### src/rtl/ctrl_pipe_if.sv
// Control-word bundle between the decode stage and the EX/MEM/WB control pipe.
// The decode side (master) drives the ID word and flush; the pipe (slave) returns stage controls.
interface ctrl_pipe_if #(
  parameter int REG_W = 3,
  parameter int CNT_W = 16
);
  logic             id_valid;
  logic             id_wb;
  logic             id_alu;
  logic             id_mr;
  logic             id_mw;
  logic             id_aluop;
  logic             id_imm;
  logic [REG_W-1:0] id_rd;
  logic [REG_W-1:0] id_rs1;
  logic [REG_W-1:0] id_rs2;
  logic             id_rs2_en;
  logic             flush;
  logic             stall;
  logic             ex_valid;
  logic             ex_alu;
  logic             ex_aluop;
  logic             ex_imm;
  logic             ex_mr;
  logic             ex_wb;
  logic [REG_W-1:0] ex_rd;
  logic             mem_valid;
  logic             mem_mr;
  logic             mem_mw;
  logic             mem_wb;
  logic [REG_W-1:0] mem_rd;
  logic             wb_valid;
  logic             wb_we;
  logic [REG_W-1:0] wb_rd;
  logic             wb_from_mem;
  logic [CNT_W-1:0] bubble_cnt;

  modport master (
    output id_valid, id_wb, id_alu, id_mr, id_mw, id_aluop, id_imm,
    output id_rd, id_rs1, id_rs2, id_rs2_en, flush,
    input  stall,
    input  ex_valid, ex_alu, ex_aluop, ex_imm, ex_mr, ex_wb, ex_rd,
    input  mem_valid, mem_mr, mem_mw, mem_wb, mem_rd,
    input  wb_valid, wb_we, wb_rd, wb_from_mem, bubble_cnt
  );

  modport slave (
    input  id_valid, id_wb, id_alu, id_mr, id_mw, id_aluop, id_imm,
    input  id_rd, id_rs1, id_rs2, id_rs2_en, flush,
    output stall,
    output ex_valid, ex_alu, ex_aluop, ex_imm, ex_mr, ex_wb, ex_rd,
    output mem_valid, mem_mr, mem_mw, mem_wb, mem_rd,
    output wb_valid, wb_we, wb_rd, wb_from_mem, bubble_cnt
  );
endinterface

### src/rtl/ctrl_pipe.sv
// Control pipe: carries the decoded control word through EX/MEM/WB, inserts
// load-use bubbles, honours branch flushes and counts hazard bubbles.
module ctrl_pipe #(
  parameter int REG_W = 3,
  parameter int CNT_W = 16
) (
  input  logic       clk,
  input  logic       rst_n,
  ctrl_pipe_if.slave bus
);

  typedef struct packed {
    logic             valid;
    logic             wb;
    logic             alu;
    logic             mr;
    logic             mw;
    logic             aluop;
    logic             imm;
    logic [REG_W-1:0] rd;
  } stage_t;

  localparam int EX  = 0;
  localparam int MEM = 1;
  localparam int WB  = 2;

  stage_t           stage_q [3];
  stage_t           stage_d [3];
  stage_t           id_word;
  logic [CNT_W-1:0] bubble_cnt_q;
  logic [CNT_W-1:0] bubble_cnt_d;
  logic             haz;
  logic             ex_load;

  // A load in EX is identified by valid & MR & WB; only that stage can stall decode.
  assign ex_load = stage_q[EX].valid & stage_q[EX].mr & stage_q[EX].wb;
  assign haz     = bus.id_valid & ex_load &
                   ((stage_q[EX].rd == bus.id_rs1) |
                    (bus.id_rs2_en & (stage_q[EX].rd == bus.id_rs2)));
  assign bus.stall = haz & ~bus.flush;

  always_comb begin
    id_word       = '0;
    id_word.valid = bus.id_valid;
    id_word.wb    = bus.id_wb;
    id_word.alu   = bus.id_alu;
    id_word.mr    = bus.id_mr;
    id_word.mw    = bus.id_mw;
    id_word.aluop = bus.id_aluop;
    id_word.imm   = bus.id_imm;
    id_word.rd    = bus.id_rd;

    stage_d[EX]  = (bus.flush || haz) ? '0 : id_word;
    stage_d[MEM] = stage_q[EX];
    stage_d[WB]  = stage_q[MEM];

    bubble_cnt_d = bubble_cnt_q;
    if (bus.stall && (bubble_cnt_q != {CNT_W{1'b1}})) begin
      bubble_cnt_d = bubble_cnt_q + CNT_W'(1);
    end
  end

  always_ff @(posedge clk or negedge rst_n) begin
    if (!rst_n) begin
      for (int i = 0; i < 3; i++) begin
        stage_q[i] <= '0;
      end
      bubble_cnt_q <= '0;
    end else begin
      for (int i = 0; i < 3; i++) begin
        stage_q[i] <= stage_d[i];
      end
      bubble_cnt_q <= bubble_cnt_d;
    end
  end

  // Flags and rd are gated with valid so an invalid or bubble slot reads all-zero.
  assign bus.ex_valid    = stage_q[EX].valid;
  assign bus.ex_alu      = stage_q[EX].valid & stage_q[EX].alu;
  assign bus.ex_aluop    = stage_q[EX].valid & stage_q[EX].aluop;
  assign bus.ex_imm      = stage_q[EX].valid & stage_q[EX].imm;
  assign bus.ex_mr       = stage_q[EX].valid & stage_q[EX].mr;
  assign bus.ex_wb       = stage_q[EX].valid & stage_q[EX].wb;
  assign bus.ex_rd       = {REG_W{stage_q[EX].valid}} & stage_q[EX].rd;

  assign bus.mem_valid   = stage_q[MEM].valid;
  assign bus.mem_mr      = stage_q[MEM].valid & stage_q[MEM].mr;
  assign bus.mem_mw      = stage_q[MEM].valid & stage_q[MEM].mw;
  assign bus.mem_wb      = stage_q[MEM].valid & stage_q[MEM].wb;
  assign bus.mem_rd      = {REG_W{stage_q[MEM].valid}} & stage_q[MEM].rd;

  assign bus.wb_valid    = stage_q[WB].valid;
  assign bus.wb_we       = stage_q[WB].valid & stage_q[WB].wb;
  assign bus.wb_rd       = {REG_W{stage_q[WB].valid}} & stage_q[WB].rd;
  assign bus.wb_from_mem = stage_q[WB].valid & stage_q[WB].mr;

  assign bus.bubble_cnt  = bubble_cnt_q;

endmodule
### src/flat_wrapper.sv
// flat-port wrapper written by rule: the top's interface ports become plain ports
module ctrl_pipe_flat 
#(
  parameter int REG_W = 3,
  parameter int CNT_W = 16
)
  (clk, rst_n, bus_id_valid, bus_id_wb, bus_id_alu, bus_id_mr, bus_id_mw, bus_id_aluop, bus_id_imm, bus_id_rd, bus_id_rs1, bus_id_rs2, bus_id_rs2_en, bus_flush, bus_stall, bus_ex_valid, bus_ex_alu, bus_ex_aluop, bus_ex_imm, bus_ex_mr, bus_ex_wb, bus_ex_rd, bus_mem_valid, bus_mem_mr, bus_mem_mw, bus_mem_wb, bus_mem_rd, bus_wb_valid, bus_wb_we, bus_wb_rd, bus_wb_from_mem, bus_bubble_cnt);
  ctrl_pipe_if #(.REG_W(REG_W), .CNT_W(CNT_W)) bus_i ();
  input  logic clk;
  input  logic rst_n;
  input wire logic [$bits(bus_i.id_valid)-1:0] bus_id_valid;
  input wire logic [$bits(bus_i.id_wb)-1:0] bus_id_wb;
  input wire logic [$bits(bus_i.id_alu)-1:0] bus_id_alu;
  input wire logic [$bits(bus_i.id_mr)-1:0] bus_id_mr;
  input wire logic [$bits(bus_i.id_mw)-1:0] bus_id_mw;
  input wire logic [$bits(bus_i.id_aluop)-1:0] bus_id_aluop;
  input wire logic [$bits(bus_i.id_imm)-1:0] bus_id_imm;
  input wire logic [$bits(bus_i.id_rd)-1:0] bus_id_rd;
  input wire logic [$bits(bus_i.id_rs1)-1:0] bus_id_rs1;
  input wire logic [$bits(bus_i.id_rs2)-1:0] bus_id_rs2;
  input wire logic [$bits(bus_i.id_rs2_en)-1:0] bus_id_rs2_en;
  input wire logic [$bits(bus_i.flush)-1:0] bus_flush;
  output wire logic [$bits(bus_i.stall)-1:0] bus_stall;
  output wire logic [$bits(bus_i.ex_valid)-1:0] bus_ex_valid;
  output wire logic [$bits(bus_i.ex_alu)-1:0] bus_ex_alu;
  output wire logic [$bits(bus_i.ex_aluop)-1:0] bus_ex_aluop;
  output wire logic [$bits(bus_i.ex_imm)-1:0] bus_ex_imm;
  output wire logic [$bits(bus_i.ex_mr)-1:0] bus_ex_mr;
  output wire logic [$bits(bus_i.ex_wb)-1:0] bus_ex_wb;
  output wire logic [$bits(bus_i.ex_rd)-1:0] bus_ex_rd;
  output wire logic [$bits(bus_i.mem_valid)-1:0] bus_mem_valid;
  output wire logic [$bits(bus_i.mem_mr)-1:0] bus_mem_mr;
  output wire logic [$bits(bus_i.mem_mw)-1:0] bus_mem_mw;
  output wire logic [$bits(bus_i.mem_wb)-1:0] bus_mem_wb;
  output wire logic [$bits(bus_i.mem_rd)-1:0] bus_mem_rd;
  output wire logic [$bits(bus_i.wb_valid)-1:0] bus_wb_valid;
  output wire logic [$bits(bus_i.wb_we)-1:0] bus_wb_we;
  output wire logic [$bits(bus_i.wb_rd)-1:0] bus_wb_rd;
  output wire logic [$bits(bus_i.wb_from_mem)-1:0] bus_wb_from_mem;
  output wire logic [$bits(bus_i.bubble_cnt)-1:0] bus_bubble_cnt;
  assign bus_i.id_valid = bus_id_valid;
  assign bus_i.id_wb = bus_id_wb;
  assign bus_i.id_alu = bus_id_alu;
  assign bus_i.id_mr = bus_id_mr;
  assign bus_i.id_mw = bus_id_mw;
  assign bus_i.id_aluop = bus_id_aluop;
  assign bus_i.id_imm = bus_id_imm;
  assign bus_i.id_rd = bus_id_rd;
  assign bus_i.id_rs1 = bus_id_rs1;
  assign bus_i.id_rs2 = bus_id_rs2;
  assign bus_i.id_rs2_en = bus_id_rs2_en;
  assign bus_i.flush = bus_flush;
  assign bus_stall = bus_i.stall;
  assign bus_ex_valid = bus_i.ex_valid;
  assign bus_ex_alu = bus_i.ex_alu;
  assign bus_ex_aluop = bus_i.ex_aluop;
  assign bus_ex_imm = bus_i.ex_imm;
  assign bus_ex_mr = bus_i.ex_mr;
  assign bus_ex_wb = bus_i.ex_wb;
  assign bus_ex_rd = bus_i.ex_rd;
  assign bus_mem_valid = bus_i.mem_valid;
  assign bus_mem_mr = bus_i.mem_mr;
  assign bus_mem_mw = bus_i.mem_mw;
  assign bus_mem_wb = bus_i.mem_wb;
  assign bus_mem_rd = bus_i.mem_rd;
  assign bus_wb_valid = bus_i.wb_valid;
  assign bus_wb_we = bus_i.wb_we;
  assign bus_wb_rd = bus_i.wb_rd;
  assign bus_wb_from_mem = bus_i.wb_from_mem;
  assign bus_bubble_cnt = bus_i.bubble_cnt;
  ctrl_pipe #(.REG_W(REG_W), .CNT_W(CNT_W)) u_core (.clk(clk), .rst_n(rst_n), .bus(bus_i));
endmodule
### config.mk
export PLATFORM = sky130hd
export DESIGN_NAME = ctrl_pipe_flat
export DESIGN_NICKNAME = d
export VERILOG_FILES = /design/src/rtl/ctrl_pipe_if.sv /design/src/rtl/ctrl_pipe.sv /design/src/flat_wrapper.sv
export SDC_FILE = /design/constraint.sdc
export NUM_CORES = 1
export LEC_CHECK = 0
export CELL_PAD_IN_SITES_DETAIL_PLACEMENT = 1
export CELL_PAD_IN_SITES_GLOBAL_PLACEMENT = 2
export CORE_AREA = 3 3 83 85
export DETAILED_ROUTE_END_ITERATION = 12
export DIE_AREA = 0 0 86 88
export PLACE_DENSITY = 0.78
export SYNTH_ARGS = -nofsm -noshare
export SYNTH_HDL_FRONTEND = slang
export SYNTH_SLANG_ARGS = --single-unit
### constraint.sdc
create_clock -name clk -period 2 [get_ports clk]
set_clock_uncertainty 0.1 [all_clocks]
set_input_delay 0.4 -clock clk [delete_from_list [all_inputs] [get_ports clk]]
set_output_delay 0.4 -clock clk [all_outputs]
set_load 0.01 [all_outputs]
# Word level (Yosys, flattened, before mapping)
# Index checks and enable logic that the tools add are counted.
# classes
eq_ne,3
n_mux,1
n_addsub,1
reduce_logical,2
bitwise_logic,20
# ops
cell,n
$add A16 B1 Y16 const B,1
$ne A16 B16 Y1 const B,1
$and A1 B1 Y1,15
$mux W10,1
$and A3 B3 Y3,3
$eq A3 B3 Y1,2
$logic_and A1 B1 Y1,1
$logic_or A1 B1 Y1,1
$not A1 Y1,1
$or A1 B1 Y1,1
# totals
elab_cells,45
register_bits,39
inputBits,20
out_inout_bits,39

# Longest topological paths before layout
# Gate-level depths: netlist (run 1).
# depth
ltp_word,6
depth_mapped,6
mapped_depth_nobuf,5

# Worst setup path before layout (run 1)
# Ideal clock, no wire load.
# synth_path
kind,flip-flop to flip-flop
from,register u_core.bubble_cnt_q[0] (netlist: u_core.bus.bubble_cnt[0])
to,register u_core.bubble_cnt_q[1] (netlist: u_core.bus.bubble_cnt[1])
required_ns,1.772
period_less_slack_ns,1.770
setup_time_ns,0.128
arrival_ns,1.542
setup_slack_ns,0.230
n_path_buf,1
path_stages_with_launch,7
path_cell_list,dfrtp_1 ha_1 and3_1 buf_2 nand4_4 nand2_1 mux2_1
# synth_via
elab_chain_len,2
word_cells_on_any_way,3
cone_classes,1 x add/sub; 1 x eq/ne; 1 x reduce/logical
# synth_lines
item,line_no,text
"start, declared",ctrl_pipe.sv:30,logic [CNT_W-1:0] bubble_cnt_q;
"start signal, assigned",ctrl_pipe.sv:73,bubble_cnt_q <= bubble_cnt_d;
branches (longest 2 deep; another with $add A16 B1 Y16),n/a,
# Parallel ways; which one is timed is not known.
# A chain may end at the register's enable or synchronous reset.

# Worst setup path in the final report (run 1)
# layout_path
from,"register u_core.stage_q, in the netlist u_core.stage_d[11]"
to,output port bus_stall
# layout_via
elab_chain_len,5
word_cells_on_any_way,6
cone_classes,2 x eq/ne; 4 x bitwise
# layout_lines
item,line_no,text
"start, declared",ctrl_pipe.sv:27,stage_t stage_q [3];
"start signal, assigned by index",ctrl_pipe.sv:71,stage_q[i] <= stage_d[i];
$eq A3 B3 Y1,ctrl_pipe.sv:39,(bus.id_rs2_en & (stage_q[EX].rd == bus.id_rs2)));
$and A1 B1 Y1,ctrl_pipe.sv:39,
$or A1 B1 Y1 (*),ctrl_pipe.sv:38,((stage_q[EX].rd == bus.id_rs1) |
$and A1 B1 Y1 (*),ctrl_pipe.sv:37,assign haz = bus.id_valid & ex_load &
$and A1 B1 Y1 (*),ctrl_pipe.sv:40,assign bus.stall = haz & ~bus.flush;
"end, declared",flat_wrapper.sv:23,output wire logic [$bits(bus_i.stall)-1:0] bus_stall;
# Mark *: on every way between the ends. The rest lies on a longest branch, timed or not.

==> results.toml, run 1 <==
[floorplanning]
coreArea_um2 = 6277
num_io_pins = 59
die_w_um = 86
dieArea_um2 = 7568
core.rowCount = 29
dieHeight_um = 88
start_util = 0.2733

[timing]
setup_violations = 1
tightest_slew_ns = 0.5212
hold_viol = 0
fin_ws_ns = -0.06108
finalCritPeriodShare = 1.031
max_freq_ghz = 0.4852
maxSlewViolCount = 0
rsz0062_at_grt = "true"
slew_headroom = 0.6471
fin_crit_ns = 2.061
timing.hold.ws_ns = 0.2607

[synthesis]
syn_inst = 138
yosys.cell_types.count = 29
yosysTopAreaCell = "dfrtp_1"
ys_ff_latch = 39
synth_top_cells_by_area = "dfrtp_1 57%, and2_1 10%, xnor2_1 8.7%"
synth_edf_count = 0
yosys-top-cells-count = "39 x dfrtp_1, 28 x and2_1, 17 x xnor2_1"
yosysTopAreaCellShare = 0.5689
ys.flop_type = "dfrtp_1"
synth.avg_cell_area_um2 = 12.43
yosysMostFrequentCell = "dfrtp_1"
ys_async_sr_fraction = 1.000
seq_area_frac_synth = 0.5689
syn_nets = 159
yosysWarningCount = 0
synth_area_um2 = 1715

[pwr]
cellPowerDensity_nw_per_um2 = 576.8
swShare = 0.2358
switching_power_uw = 363.3
pwr-share-seq = 0.537
pwr-share-clk = 0.373
p_leak_uw = 0.001266
power.total_uw = 1541
p_comb_frac = 0.090
ir_worst_vdd_uv = 283.0
internal_power_uw = 1177

[clocking]
clkSinkCount = 39
cts_tree = "built"
path_clk_slew_ns = 0.08
clock_path_buffers = 2
htreeDepth = 2
cts-root-buf = "clkbuf_8"
insertion_delay_ns = 0.30
cts_buffers = 5

[drt]
drt_wl_total_um = 4259
post-route-drc-count = 0
vias = 1301
wl_per_cell_um = 14.39
drtIter0Drc = 56
viasPerCell = 4.395
dr.pass1.iters = 4
ant_nets = 0

[hold_path]
hp-start = "u_core.stage_d[15]"
min_path_type = "flop to flop"

[layout]
diodes = 0
fin_cells = 296
layout-drive-gt1-share = 0.2009
nNetsFinal = 239
fin_area_um2 = 2671
synthToLayoutAreaGrowth_pct = 55.73
seqCellArea_um2 = 977.2
multi_input_area_um2 = 750.7
fillerInstances = 700

[setup_path]
reg2reg_from = "u_core.stage_d[11]"
critPathLaunchType = "flop"
critPathKind = "flop to output pin"
cp_max_fo = 3
end_kind = "output pin"
cp.arrival_ns = 1.56
cp-startpoint = "u_core.stage_d[11]"
cp.required_ns = 1.50

[global_routing]
track_usage = 0.1175
grt_pass1_wl_um = 6803
grt_max_degree = 40
gr-total-overflow = 0
grt_pass1_vias = 1374
antenna_found_initial = 0

[outcome]
status = "finished, violations left"
violations = "setup timing"

[placed_design]
placedInstanceArea_um2 = 2466
pre_cts_slack_ns = -0.6057
portBuffers = 58
dp.cells = 282
gp_congestion = 0.7692
dp_hpwl_um = 3154

[run]
drv_cap = 0
==> registers in the layout (all words and copies together) (netlist names) <==
name and count:
u_core.stage_d 15, u_core.bus.mem_valid 1, u_core.bus.ex_valid 1, u_core.stage_q 5, u_core.bus.wb_valid 1, u_core.bus.bubble_cnt 16
==> kinds of logic after synthesis <==
| family | after synthesis | share of synthesized area |
|---|---|---|
| AOI/OAI and AO/OA | 4 | 0.02042 |
| xor gates and xnor gates | 20 | 0.1021 |
| DFF | 39 | 0.5689 |
| muxes | 2 | 0.01531 |
| and+or+nand+nor | 68 | 0.2721 |
| adders and majority gates | 1 | 0.007293 |
| buffers and inverters | 4 | 0.01386 |
==> per-layer routing <==
layer / global-route usage / wire (um) / up-vias
met5: 0 / 0 / -
met4: 0.05612 / 93 / 0
met3: 0.02634 / 209 / 9
met2: 0.1864 / 2051 / 36
met1: 0.1521 / 1904 / 634
li1: - / - / 622
==> cell type report <==
type / count / share of cell area
clock buffer: 6 / 0.03091
inverter: 2 / 0.002810
multi-input combinational: 95 / 0.2810
tap: 77 / 0.03607
timing repair buffer: 75 / 0.2773
sequential: 39 / 0.3658
clock inverter: 2 / 0.006089
==> critical path, stage by stage, from the launching register on <==
cell and delay (ns):
dfrtp_1 0.42, xnor2_1 0.16, nand4_1 0.15, a211oi_2 0.34
buf_2 0.19
==> power by group through the flow <==
stage / sequential, uW / clock, uW / combinational, uW
after floorplan: 842 / 0 / 36.2
after global placement: 843 / 0 / 141
after detailed placement: 844 / 0 / 143
after CTS: 828 / 594 / 140
after global routing: 831 / 633 / 153
final: 827 / 575 / 138
==> timing repair <==
| action | CTS | global route |
|---|---|---|
| resized for setup | 13 | 15 |
| hold buffers | 1 | 0 |
| cloned | 0 | 1 |
| pin swaps | 9 | 2 |
| setup endpoints to repair | 7 | 15 |
| setup buffers | 0 | 4 |
| endpoints found under the hold margin | 39 | 0 |
==> worst paths after layout <==
check | endpoint | slack (ns) | depth (start not counted)
max | bus_stall | -0.06 | 4
min | u_core.stage_d[5] | 0.26 | 0
max reg2reg | u_core.bus.bubble_cnt[4] | 0.06 | 8
min reg2reg | u_core.stage_d[5] | 0.26 | 0
max in group asynchronous | u_core.bus.mem_valid | 1.09 | 3
min in group asynchronous | u_core.bus.bubble_cnt[7] | 0.49 | 3
==> metrics by stage <==
step / util / TNS, ns
CTS: 0.4076 / -0.09304
detailed placement: 0.3929 / -5.700
finish: 0.4256 / -0.06108
floorplan: - / 0
global route: 0.4256 / -0.5977
global placement: 0.3929 / -5.171
==> placed cells by master (no fill, tap or decap), drive strengths merged, types with 2 or more instances in the layout <==
| cell | n |
|---|---|
| clkdlybuf4s50 | 43 |
| dfrtp | 39 |
| and2 | 29 |
| xnor2 | 17 |
| buf | 17 |
| nand3 | 13 |
| dlygate4sd2 | 9 |
| clkbuf | 7 |
| nand4 | 7 |
| nor2 | 6 |
| and3 | 4 |
| dlymetal6s2s | 4 |
| nor4 | 3 |
| xor2 | 3 |
| nand2 | 3 |
| inv | 2 |
| mux2 | 2 |
No activity file was read; power rests on OpenSTA's default activity.
==> inputs of run 2 (changes only) <==
--- a/config.mk
+++ b/config.mk
@@ -5,9 +5,11 @@
 export SDC_FILE = /design/constraint.sdc
 export NUM_CORES = 1
 export LEC_CHECK = 0
+export CAP_MARGIN = 20
 export CELL_PAD_IN_SITES_DETAIL_PLACEMENT = 1
 export CELL_PAD_IN_SITES_GLOBAL_PLACEMENT = 2
 export CORE_AREA = 3 3 83 85
+export CTS_CLUSTER_DIAMETER = 50
 export DETAILED_ROUTE_END_ITERATION = 12
 export DIE_AREA = 0 0 86 88
 export PLACE_DENSITY = 0.78
==> constraint.sdc (replaced) <==
create_clock -name clk -period 2 [get_ports clk]
set_clock_uncertainty 0.1 [all_clocks]
set_input_delay 0.5 -clock clk [delete_from_list [all_inputs] [get_ports clk]]
set_output_delay 0.5 -clock clk [all_outputs]
set_load 0.01 [all_outputs]
==> results.toml, run 2 (synthesized netlist as in run 1, its figures left out) <==
[outcome]
status = "finished, violations left"
violations = "setup timing"

[placed_design]
portBuffers = 58
dp_hpwl_um = 3119
dp.cells = 283
gp_congestion = 0.7854

[clocking]
cts_tree = "built"
path_clk_slew_ns = 0.08
cts_buffers = 5
insertion_delay_ns = 0.29
clkSinkCount = 39
htreeDepth = 2
clock_path_buffers = 2
cts-root-buf = "clkbuf_8"

[layout]
diodes = 0
layout_common_cells = "36 x dfrtp_1, 29 x clkdlybuf4s50_1, 27 x and2_1, 22 x buf_4, 16 x dlygate4sd2_1"
final_common_cell = "dfrtp_1"
seqCellArea_um2 = 979.7
fillerInstances = 675
nNetsFinal = 248
multi_input_area_um2 = 834.6
fin_cells = 305
largest_reg_flops = 16
synthToLayoutAreaGrowth_pct = 63.46
layout-drive-gt1-share = 0.2675

[timing]
tightest_slew_ns = 0.5691
fin_crit_ns = 2.152
rsz0062_at_grt = "true"
fin_tns_setup_ns = -0.2164
hold_viol = 0
max_freq_ghz = 0.4646
finalCritPeriodShare = 1.076
setup_violations = 7
slew_headroom = 0.6200
fin_ws_ns = -0.1523
maxSlewViolCount = 0

[setup_path]
reg2reg_from = "u_core.stage_d[12]"
r2r_end = "u_core.bus.bubble_cnt[15]"
worst-r2r-cell-count = 8
cp.arrival_ns = 1.55
end_kind = "output pin"
r2r_slack_ns = -0.03
critPathKind = "input pin to output pin"
cp_max_fo = 2
cp.required_ns = 1.40
critPathLaunchType = "input pin"

[floorplanning]
dieHeight_um = 88
die_w_um = 86
start_util = 0.2733
dieArea_um2 = 7568
core.rowCount = 29
coreArea_um2 = 6277
num_io_pins = 59

[drt]
drt_wl_total_um = 4375
wl_per_cell_um = 14.34
ant_nets = 0
viasPerCell = 4.344
post-route-drc-count = 0
drtIter0Drc = 47
dr.pass1.iters = 4
vias = 1325

[global_routing]
grt_pass1_vias = 1343
track_usage = 0.1143
grt_max_degree = 23
antenna_found_initial = 0
gr-total-overflow = 0
grt_pass1_wl_um = 6727

[pwr]
pwr-share-clk = 0.365
pwr-share-seq = 0.534
cellPowerDensity_nw_per_um2 = 552.1
internal_power_uw = 1187
swShare = 0.2332
switching_power_uw = 361.1
ir_worst_vdd_uv = 206.5
p_leak_uw = 0.001455
p_comb_frac = 0.100
power.total_uw = 1548

[run]
drv_cap = 0

[hold_path]
min_path_type = "input pin to async pin"
## run 2: cell count changes in the layout (fill, tap and decap cells not counted), moves of 2 or more
| cell | delta |
|---|---|
| nor4_4 | +3 |
| nor4_2 | -3 |
| dfrtp_1 | -2 |
| dlygate4sd2_1 | +7 |
| dlymetal6s2s_1 | +6 |
| buf_4 | +10 |
| dfrtp_2 | +2 |
| clkdlybuf4s50_1 | -14 |
## run 2: cell type report
class,instances,share of cell area
flip-flops and latches,39,0.3494
multi-input cells,96,0.2976
repair buffers,83,0.2807
well taps,77,0.03436
clock buffers,6,0.02945
clock inverters,2,0.005801
inverters,2,0.002677
## run 2: worst max-delay path by stage
| stage | start | end | cells past startpoint |
|---|---|---|---|
| after floorplan | bus_id_rs2[0] | bus_stall | 4 |
| after global placement | bus_id_rs2[1] | bus_stall | 5 |
| after detailed placement | bus_id_rs2[0] | bus_stall | 5 |
| after CTS | u_core.stage_d[12] | bus_stall | 4 |
| after global routing | u_core.stage_d[11] | bus_stall | 4 |
| final | bus_id_rs2[0] | bus_stall | 5 |
## run 2: routing by layer
metal / track usage / vias to the layer above / part of all wire
met5: 0 / - / 0
met1: 0.1516 / 640 / 0.44
met4: 0.04748 / 0 / 0.014
met2: 0.1836 / 37 / 0.50
li1: - / 642 / -
met3: 0.02164 / 6 / 0.041
## run 2: power groups by stage
stage | combinational [uW] | sequential (uW) | clock, uW
floorplan | 36.2 | 842 | 0
global placement | 143 | 842 | 0
detailed placement | 144 | 843 | 0
CTS | 151 | 827 | 591
global route | 172 | 831 | 623
finish | 156 | 827 | 566
## run 2: per-stage QoR
stage | utilization | hold slack, ns | setup slack, ns | area, um^2
4_1_cts | 0.4196 | 0.05454 | -0.1717 | 2634
3_3_place_gp | 0.3941 | 0.2328 | -0.8064 | 2474
5_1_grt | 0.4467 | 0.07539 | -0.2780 | 2804
2_1_floorplan | - | 0.1044 | 0.2070 | 1715
3_5_place_dp | 0.3941 | 0.2542 | -0.8060 | 2474
6_report | 0.4467 | 0.04574 | -0.1523 | 2804
## run 2: critical path, stage by stage
cell	delay (ns)
dlygate4sd2_1	0.24
xnor2_1	0.15
nand4_1	0.18
a211oi_4	0.30
buf_2	0.18
## run 2: repair_timing
item	4_1_cts	5_1_grt
buffers inserted	8	8
hold buffers	0	0
endpoints found under the setup margin	26	30
pin swaps	11	8
cloned	0	1
resized for setup	29	29
==> inputs of run 3 (changes only) <==
--- a/config.mk
+++ b/config.mk
@@ -12,6 +12,7 @@
 export CTS_CLUSTER_DIAMETER = 50
 export DETAILED_ROUTE_END_ITERATION = 12
 export DIE_AREA = 0 0 86 88
+export GPL_TIMING_DRIVEN = 0
 export PLACE_DENSITY = 0.78
 export SYNTH_ARGS = -nofsm -noshare
 export SYNTH_HDL_FRONTEND = slang
==> results.toml, run 3 (synthesized netlist as in run 1, its figures left out) <==
[timing]
setup_violations = 1
fin_crit_ns = 2.190
rsz0062_at_grt = "true"
tightest_slew_ns = 0.8608
slew_headroom = 0.4261
max_freq_ghz = 0.4566
hold_viol = 0
maxSlewViolCount = 0
fin_ws_ns = -0.1899
finalCritPeriodShare = 1.095

[layout]
layout_common_cells = "35 x dfrtp_1, 28 x and2_1, 28 x clkdlybuf4s50_1, 17 x xnor2_1, 17 x dlygate4sd2_1"
final_common_cell = "dfrtp_1"
nNetsFinal = 237
synthToLayoutAreaGrowth_pct = 51.06
fin_cells = 294
diodes = 0
layout-drive-gt1-share = 0.1889
largest_reg_flops = 16

[clocking]
cts_tree = "built"
cts-root-buf = "clkbuf_8"
clkSinkCount = 39
path_clk_slew_ns = 0.07
hold_buffers = 0
insertion_delay_ns = 0.29
cts_buffers = 5
clock_path_buffers = 2
htreeDepth = 2

[placed_design]
portBuffers = 58
gp_congestion = 0.7340
dp.cells = 273
pre_cts_slack_ns = -0.9156

[setup_path]
cp.arrival_ns = 1.59
r2r_slack_ns = 0.08
reg2reg_from = "u_core.stage_d[10]"
critPathKind = "input pin to output pin"
worst-r2r-cell-count = 7
critPathLaunchType = "input pin"
end_kind = "output pin"
r2r_end = "u_core.bus.bubble_cnt[10]"
cp_max_fo = 2
cp.required_ns = 1.40

[global_routing]
grt_max_degree = 40
grt_pass1_wl_um = 6527
track_usage = 0.1122
antenna_found_initial = 0
grt_pass1_vias = 1322
gr-total-overflow = 0

[floorplanning]
dieArea_um2 = 7568
coreArea_um2 = 6277
die_w_um = 86
num_io_pins = 59
start_util = 0.2733
dieHeight_um = 88
core.rowCount = 29

[pwr]
p_leak_uw = 0.001355
ir_worst_vdd_uv = 231.5
cellPowerDensity_nw_per_um2 = 586.4

[drt]
wl_per_cell_um = 13.48
drt_wl_total_um = 3964
drtIter0Drc = 43
viasPerCell = 4.401
vias = 1294
dr.pass1.iters = 4
ant_nets = 0
post-route-drc-count = 0

[run]
drv_cap = 0

[outcome]
status = "finished, violations left"
violations = "setup timing"

[hold_path]
min_path_type = "input pin to async pin"
==> run 3: cell count changes in the layout (fill, tap and decap cells not counted), sizes merged <==
cell	delta
and2b	-1
buf	-10
clkdlybuf4s15	+1
clkdlybuf4s50	-1
dlygate4sd2	+1
dlymetal6s2s	-1
==> run 3: layout make-up <==
class                      instances  area [um^2]
buffer                             2        16.27
clock buffer                       6        82.58
clock inverter                     2        16.27
fill                             698         3686
inverter                           2        7.507
multi-input combinational         95        718.2
sequential                        39        980.9
tap                               77        96.34
timing repair buffer              71        673.1
==> run 3: timing repair <==
action / 4_1_cts / 5_1_grt
pin swaps: 7 / 4
endpoints found under the setup margin: 19 / 13
buffers inserted: 12 / 1
gates resized for setup: 29 / 12
endpoints found under the hold margin: 0 / 0
==> run 3: worst max path at each step <==
stage,startpoint,end
CTS,u_core.stage_d[10],bus_stall
finish,bus_id_rs2[2],bus_stall
global route,u_core.stage_d[10],bus_stall
global placement,bus_id_rs2[0],bus_stall
detailed placement,bus_id_rs2[0],bus_stall
floorplan,bus_id_rs2[0],bus_stall
==> run 3: critical path, cell delays in order <==
cell and delay, ns:
dlygate4sd2_1 0.24, xnor2_1 0.15, nand4_1 0.15, a211oi_2 0.31, buf_6 0.15, buf_6 0.09
==> run 3: stage by stage <==
step | hold WS [ns] | util | total power (uW) | TNS [ns] | cell area [um^2]
floorplan | 0.1044 | - | 878.1 | 0 | 1715
global placement | 0.2318 | 0.3811 | 972.2 | -33.07 | 2392
detailed placement | 0.2463 | 0.3803 | 972.5 | -6.822 | 2387
CTS | 0.2462 | 0.4072 | 1549 | -0.1731 | 2556
global route | 0.2730 | 0.4128 | 1598 | -0.2780 | 2591
finish | 0.2176 | 0.4128 | 1519 | -0.1899 | 2591
==> run 3: power breakdown <==
group | internal, uW | switching, uW | leakage, uW
sequential | 813 | 14.0 | 0.000503
combinational | 75.6 | 53.4 | 0.000804
clock | 281 | 282 | 0.0000474
total | 1170 | 350 | 0.00135
==> run 3: layer usage <==
metal / GRT usage / part of all wire / vias up / routed length, um
met3: 0.02822 / 0.043 / 5 / 171
li1: - / - / 619 / -
met5: 0 / 0 / - / 0
met4: 0.04748 / 0.016 / 0 / 62
met2: 0.1773 / 0.48 / 39 / 1899
met1: 0.1467 / 0.46 / 631 / 1830
